**src/rtl/fifo_push_arbiter.sv**
```systemverilog
// rtl/fifo_push_arbiter.sv - round-robin push arbiter with credit-gated FIFO feed
//
// Arbitrates NREQ push requesters onto one downstream shift-register FIFO.
// A credit counter tracks words granted but not yet popped, so grants stop
// at DEPTH and the FIFO can never be pushed while full.
//
// Optional feature: define ARB_LOCK_EN to enable burst locking. While a
// granted requester holds lock[k] (and req[k]) it keeps winning each cycle
// that credits permit. Without the macro the lock port is ignored.
//
// Parameters:
//   WIDTH  data width per requester and FIFO word width
//   DEPTH  downstream FIFO capacity in words
//   NREQ   number of push requesters (2..8)
//
// Ports:
//   clk         rising-edge clock
//   rst         synchronous active-low reset
//   req         per-requester push request
//   req_data    requester i word at [i*WIDTH +: WIDTH]
//   lock        per-requester burst-hold request
//   gnt         one-hot combinational grant; word accepted when gnt[i]=1
//   pop_req     consumer pop request
//   fifo_full   FIFO full flag (not needed for gating; credits cover it)
//   fifo_empty  FIFO empty flag
//   fifo_push   registered push strobe to the FIFO
//   fifo_data   registered push word to the FIFO
//   fifo_pop    combinational pop strobe to the FIFO
//   credits     words committed to the FIFO (granted, not yet popped)

module fifo_push_arbiter #(
    parameter int WIDTH = 8,
    parameter int DEPTH = 4,
    parameter int NREQ  = 4
) (
    input  logic                         clk,
    input  logic                         rst,
    input  logic [NREQ-1:0]              req,
    input  logic [NREQ*WIDTH-1:0]        req_data,
    input  logic [NREQ-1:0]              lock,
    output logic [NREQ-1:0]              gnt,
    input  logic                         pop_req,
    input  logic                         fifo_full,
    input  logic                         fifo_empty,
    output logic                         fifo_push,
    output logic [WIDTH-1:0]             fifo_data,
    output logic                         fifo_pop,
    output logic [$clog2(DEPTH+1)-1:0]   credits
);

    localparam int CW = $clog2(DEPTH + 1);
    localparam int PW = $clog2(NREQ);

    localparam logic [CW-1:0] DEPTH_C  = CW'(DEPTH);
    localparam logic [PW-1:0] LAST_IDX = PW'(NREQ - 1);

    // Requester index successor, wrapping at NREQ-1 (NREQ need not be a power of two).
    function automatic logic [PW-1:0] f_next_idx(input logic [PW-1:0] idx);
        return (idx == LAST_IDX) ? '0 : idx + PW'(1);
    endfunction

    // ------------------------------------------------------------------
    // State
    // ------------------------------------------------------------------
    logic [PW-1:0]    r_ptr;
    logic [CW-1:0]    r_credits;
    logic             r_push;
    logic [WIDTH-1:0] r_data;

    // ------------------------------------------------------------------
    // Combinational arbitration
    // ------------------------------------------------------------------
    logic [PW-1:0]    w_start;
    logic [PW-1:0]    w_win;
    logic             w_found;
    logic             w_credit_ok;
    logic             w_grant;
    logic             w_dec;
    logic [WIDTH-1:0] w_win_data;
    logic             w_unused_inputs;

`ifdef ARB_LOCK_EN
    logic r_locked;

    // While locked, r_ptr parks on the holder. Once the holder lets go of
    // lock or req, the search begins just past it so round-robin resumes
    // from (k+1) instead of re-favouring k.
    always_comb begin
        w_start = r_ptr;
        if (r_locked && !(req[r_ptr] && lock[r_ptr])) begin
            w_start = f_next_idx(r_ptr);
        end
    end

    // fifo_full is deliberately unused: credit gating already prevents overflow.
    assign w_unused_inputs = fifo_full;
`else
    assign w_start         = r_ptr;
    assign w_unused_inputs = ^{lock, fifo_full};
`endif

    // First asserted request scanning upward from w_start with wrap-around.
    always_comb begin : p_scan
        logic [PW-1:0] v_idx;
        w_found = 1'b0;
        w_win   = '0;
        v_idx   = w_start;
        for (int i = 0; i < NREQ; i++) begin
            if (!w_found && req[v_idx]) begin
                w_found = 1'b1;
                w_win   = v_idx;
            end
            v_idx = f_next_idx(v_idx);
        end
    end

    // A same-cycle pop does not open a slot: grant only below DEPTH.
    assign w_credit_ok = rst && (r_credits < DEPTH_C);
    assign w_grant     = w_found && w_credit_ok;

    always_comb begin
        gnt = '0;
        if (w_grant) begin
            gnt[w_win] = 1'b1;
        end
    end

    always_comb begin
        w_win_data = '0;
        for (int i = 0; i < NREQ; i++) begin
            if (w_win == PW'(i)) begin
                w_win_data = req_data[i*WIDTH +: WIDTH];
            end
        end
    end

    assign fifo_pop = rst && pop_req && !fifo_empty;

    // Guard against a consumer pop with no committed words (cannot occur
    // with a well-behaved FIFO, but keeps the counter from wrapping).
    assign w_dec = fifo_pop && (r_credits != '0);

    // ------------------------------------------------------------------
    // Sequential state
    // ------------------------------------------------------------------
    always_ff @(posedge clk) begin
        if (!rst) begin
            r_ptr <= '0;
        end else if (w_grant) begin
`ifdef ARB_LOCK_EN
            r_ptr <= lock[w_win] ? w_win : f_next_idx(w_win);
`else
            r_ptr <= f_next_idx(w_win);
`endif
        end
    end

`ifdef ARB_LOCK_EN
    always_ff @(posedge clk) begin
        if (!rst) begin
            r_locked <= 1'b0;
        end else if (w_grant) begin
            r_locked <= lock[w_win];
        end
    end
`endif

    always_ff @(posedge clk) begin
        if (!rst) begin
            r_credits <= '0;
        end else begin
            case ({w_grant, w_dec})
                2'b10:   r_credits <= r_credits + CW'(1);
                2'b01:   r_credits <= r_credits - CW'(1);
                default: r_credits <= r_credits;
            endcase
        end
    end

    // The push word lags its grant by one cycle; fifo_data holds between pushes.
    always_ff @(posedge clk) begin
        if (!rst) begin
            r_push <= 1'b0;
            r_data <= '0;
        end else begin
            r_push <= w_grant;
            if (w_grant) begin
                r_data <= w_win_data;
            end
        end
    end

    assign fifo_push = r_push;
    assign fifo_data = r_data;
    assign credits   = r_credits;

endmodule

```
**config.mk**
```make
export PLATFORM = sky130hd
export DESIGN_NAME = fifo_push_arbiter
export DESIGN_NICKNAME = d
export VERILOG_FILES = /design/src/rtl/fifo_push_arbiter.sv
export SDC_FILE = /design/constraint.sdc
export NUM_CORES = 1
export LEC_CHECK = 0
export BUFFER_PORTS_ARGS = -buffer_cell sky130_fd_sc_hd__buf_4
export CORE_ASPECT_RATIO = 0.9
export CORE_MARGIN = 2
export CORE_UTILIZATION = 43
export CTS_CLUSTER_DIAMETER = 200
export DETAILED_ROUTE_END_ITERATION = 10
export GPL_ROUTABILITY_DRIVEN = 0
export HOLD_SLACK_MARGIN = 0.06
export PLACE_DENSITY_LB_ADDON = 0.25
export RECOVER_POWER = 25
export SYNTH_ARGS = -nofsm -noshare
export SYNTH_HDL_FRONTEND = slang
export SYNTH_SLANG_ARGS = --single-unit
```
**constraint.sdc**
```tcl
create_clock -name clk -period 3.3 [get_ports clk]
set_clock_uncertainty 0.1 [all_clocks]
set_input_delay 0.66 -clock clk [delete_from_list [all_inputs] [get_ports clk]]
set_output_delay 0.66 -clock clk [all_outputs]
set_load 0.02 [all_outputs]
```
# Word level (Yosys, flattened, before mapping)
# Cells that the tools add are included.
[word_totals]
inputBits = 45
regBits = 14
word_cells = 69
[classes]
reduce_logical = 16
n_mux = 28
addsub = 6
eq_ne = 8
magnitude_cmp = 7
[ops]
columns = ["cell", "count"]
rows = [
  ["2-to-1 mux 8 bit", 4],
  ["2-to-1 mux 2 bit", 8],
  ["< comparator 2 x 3 -> 1 bit (second input constant)", 5],
  ["equality test 2 bit (second input constant)", 6],
  ["logical AND 1 bit", 9],
  ["2-to-1 mux 1 bit", 9],
  ["adder 2 x 1 -> 2 bit (second input constant)", 4],
  ["binary-select mux 1 bit (select 2 bit)", 4],
  ["case mux 3 bit (2 select lines)", 1],
  ["equality test 2 x 1 -> 1 bit (second input constant)", 2],
  ["logical NOT 1 bit", 4],
  ["2-to-1 mux 4 bit", 1],
  ["adder 3 x 1 -> 3 bit (second input constant)", 1],
  ["< comparator 3 bit (second input constant)", 1],
  ["nonzero test 3 bit", 1],
  ["subtractor 3 x 1 -> 3 bit (second input constant)", 1],
  ["demux 1 bit (select 2 bit)", 1],
  [">= comparator 2 x 1 -> 1 bit (second input constant)", 1],
  ["logical NOT 2 bit", 1],
  ["nonzero test 2 bit", 1],
]

# Logic depth before layout (Yosys ltp)
[depth]
ltp_word = 17
depth_mapped = 14
mapped_depth_nobuf = 12

# Worst setup path before layout
# Ideal clock, no wire load.
[synth_path]
kind = "reg-to-output"
startpoint = "register r_ptr[0]"
endpoint = "output gnt[1]"
path_buffers = 2
stages_incl_launch_ff = 12
path_slack_ps = -324
t_required_ps = 2540
arrival_ps = 2864
cell_sequence = "dfxtp_1 ha_1 buf_6 or3_2 a221oi_1 nor2_1 nor2_1 o21a_1 ha_1 clkbuf_1 inv_1 nor2_1"
[synth_via]
elab_chain_cells = 17
elab_cells_between_ends = 38
classes_between = "add/sub (3); order compare (2); eq/ne (3); mux (22); reduce/logical (8)"
[synth_rtl]
columns = ["element", "line_no", "source"]
rows = [
  ["from (decl)", "65", "logic [PW-1:0] r_ptr;"],
  ["from (signal assigned)", "153", "r_ptr <= f_next_idx(w_win);"],
  ["parallel branches: the longest is 16 deep, another holds < comparator 2 x 3 -> 1 bit", "n/a", ""],
  ["2-to-1 mux 4 bit (*)", "123", "if (w_grant) begin"],
  ["to (decl)", "41", "output logic [NREQ-1:0] gnt,"],
]
# Every way passes the cells marked *. The select of a mux whose other input is x is not followed.

# Worst setup path in the final report
# Same ends and word-level chain as after synthesis.

==> out/qor.txt <==
========================================================================================================
Initial Util ..............................................................................        45.5%
# clock sinks .............................................................................           14
Worst path required time ..................................................................      2.54 ns
Flop and latch count out of synthesis .....................................................           14
Die X .....................................................................................      64.0 µm
Antenna diodes ............................................................................            0
Dominant register cell in the synthesized netlist .........................................      dfxtp_1
Die ar. ...................................................................................  0.00372 mm²
Maximum Capacitance Violations ............................................................            0
Top cell type by total area after synthesis ...............................................      dfxtp_1
Largest cells by area after synthesis ..................................................... dfxtp_1, mux2i_1, nand2_1
Clock insertion delay at the later pin of the skew report .................................      0.29 ns
Synth Area per Inst .......................................................................     8.06 µm²
Overall Global Routing Usage ..............................................................        22.8%
Minimum clock period after layout .........................................................      3.35 ns
Synthesized-area fraction occupied by xor and xnor cells ..................................        2.42%
Worst reg2reg path endpoint ...............................................................   credits[2]
Portion of the post-synthesis area used by sequential elements ............................        20.1%
Post-route fraction of the period consumed by the critical path ...........................         101%
Die Y .....................................................................................      58.0 µm
Fill cell count ...........................................................................          223
Area of the mapped netlist ................................................................  0.00140 mm²
Type of element launching the critical path ...............................................     register
Unrepaired setup endpoints after global routing ...........................................         true
Half-perimeter wire length after placement ................................................      2.82 mm
Number of nets in the finished design .....................................................          304
Fin util ..................................................................................        72.5%
Beginning of the worst register-to-register path ..........................................     r_ptr[0]
Cell chosen for the clock root ............................................................     clkbuf_4
Per-cell routed wire length ...............................................................      14.0 µm
Cell Rows .................................................................................           19
Result of the run ......................................................................... finished with violations
Area of the core ..........................................................................  0.00307 mm²
Warnings from Yosys .......................................................................            0
Area delta synth->final ...................................................................        59.4%
Residual overflow from global routing .....................................................            0
Top fanout value on the critical path .....................................................           24
Adder and majority cell fraction of the synthesized area ..................................        6.82%
Endpoint kind of the worst setup timing path ..............................................  output port
Via count of the first global-routing pass ................................................         1570
Via count .................................................................................         1605
Setup violation total in the final timing report ..........................................            4
Worst min path class ...................................................................... register to register
Max-slew violation total from the final report ............................................            0
Hold Startpoint ........................................................................... fifo_data[3]
Proportion of synthesized area in mux cells ...............................................        12.5%
Number of port buffers ....................................................................           56
Number of levels in the clock H-tree ......................................................            1
Post-synth EDFFs ..........................................................................            0
Final worst slack .........................................................................   -0.0475 ns
Boundary pin count ........................................................................           62
Instance count along the most critical hold path ..........................................            2
Post-CTS clock slew at the launch and capture registers of the worst setup and hold paths .      0.09 ns
Hold Crit Endpoint ........................................................................ fifo_data[3]
Layout cells sized above 1 ................................................................        51.8%
Number of hold violations in the final report .............................................            0
Max Clock Freq ............................................................................    0.299 GHz
Worst R2R Setup Slack .....................................................................      0.07 ns
DRT Pass-1 Iters ..........................................................................            4
Largest family of logic cells by synthesized area ......................................... compound AO/OA/AOI/OAI gates
Total DRC errors in the routed layout .....................................................            0
Cell with the most instances after synthesis ..............................................      nand2_1
Distinct cell type count of the synthesized netlist .......................................           47
Worst Max-Slew Pin Slew ...................................................................     0.441 ns
Via-to-Cell Ratio .........................................................................         5.48
Setup TNS .................................................................................    -0.139 ns
Data arrival time of the critical path ....................................................      2.59 ns
Critical path class ....................................................................... register to output port
Initial DRC Count .........................................................................          105
Synth top cells by count .................................................................. nand2_1, nor2_1, dfxtp_1, a21oi_1, inv_1
Synthesized-area fraction occupied by ao, oa, aoi and oai cells ...........................        26.7%
Max-slew headroom at the worst pin ........................................................        70.3%
Post-synthesis async set-or-reset flop share ..............................................           0%
WL final ..................................................................................      4.11 mm
Simple-gate share of the synthesized area .................................................        20.4%
Maximum clock insertion buffer count ......................................................            2
Synthesized net count .....................................................................          225
Failing checks ............................................................................ setup timing
Antenna violations before repair ..........................................................            0
Gate Count Post-Synth .....................................................................          173
Cell depth of the worst flop-to-flop path .................................................           11
Pin count of the biggest net entering global routing ......................................           25
Number of clock buffers inserted by TritonCTS .............................................            3
Routed Antenna Nets .......................................................................            0
Wire length of the first global-routing pass ..............................................      6.78 mm
CTS tree ..................................................................................        built
Area share of the largest cell type after synthesis .......................................        20.1%
========================================================================================================
==> layer usage <==
layer,global-route usage (%),wire [µm]
met2,43.0,2130
met4,4.97,44
met5,0,0
met3,1.94,198
met1,28.4,1730
==> metrics by stage <==
stage | instances | area (µm²) | worst slack, ns | hold slack [ns]
2_1_floorplan | 173 | 1420 | 0.0131 | 0.437
3_3_place_gp | 279 | 1920 | -0.0463 | 0.348
3_5_place_dp | 279 | 1920 | -0.0685 | 0.358
4_1_cts | 292 | 2140 | -0.0458 | 0.371
5_1_grt | 293 | 2220 | -0.115 | 0.398
6_report | 293 | 2220 | -0.0475 | 0.367
==> kinds of logic (layout without fill, tap and decap cells) <==
| family | Yosys count | after routing |
|---|---|---|
| AOI/OAI and AO/OA | 52 | 52 |
| xor gates and xnor gates | 3 | 3 |
| adders and majority gates | 7 | 7 |
| buffers and inverters | 23 | 101 |
| DFF | 14 | 14 |
| muxes | 14 | 14 |
| and+or+nand+nor | 60 | 60 |
==> repair_timing <==
item,CTS,global route
endpoints found under the setup margin,10,13
pin swaps,16,8
buffers inserted,9,1
resized for setup,34,22
hold buffers,0,0
==> flip-flops by register name, indices dropped and copies added (netlist names) <==
| signal | cells |
|---|---|
| fifo_push | 1 |
| fifo_data | 8 |
| r_ptr | 2 |
| credits | 3 |
==> cell usage in the layout, fill, tap and decap left out, types with 5 or more instances in the layout <==
master    count
buf_6         6
nor2_4        5
buf_4        72
clkbuf_1      6
a21oi_1       8
o211ai_1      6
inv_1         8
mux2i_1      11
dfxtp_1      12
o211a_1       5
nand2_1      24
nor2_1       11
o21ai_0       5
==> critical path, stage by stage (launching register included) <==
cell and delay, ns:
dfxtp_2 0.35, buf_6 0.17, mux4_2 0.36, inv_1 0.08
or3_4 0.34, o31ai_4 0.32, o21a_1 0.20, ha_2 0.20
inv_2 0.05, nor2_4 0.11, buf_6 0.12
==> worst max-delay path by stage <==
stage	startpoint	endpoint	slack [ns]
floorplan	r_ptr[0]	gnt[1]	0.01
global placement	r_ptr[0]	gnt[0]	-0.05
detailed placement	r_ptr[0]	gnt[0]	-0.07
CTS	r_ptr[0]	gnt[3]	-0.05
global route	r_ptr[0]	gnt[1]	-0.11
finish	r_ptr[0]	gnt[1]	-0.05
==> final cells by class <==
| type | instances | area [µm²] | area share, % |
|---|---|---|---|
| timing repair buffer | 85 | 646 | 29.0 |
| tap | 42 | 52.6 | 2.36 |
| clock buffer | 4 | 36.3 | 1.63 |
| inverter | 12 | 45.0 | 2.03 |
| multi-input combinational | 136 | 1160 | 52.2 |
| sequential | 14 | 283 | 12.7 |
Power is left out: the tool's default activity adds up to more than one toggle a clock period on the data nets, which glitch-free logic cannot reach.
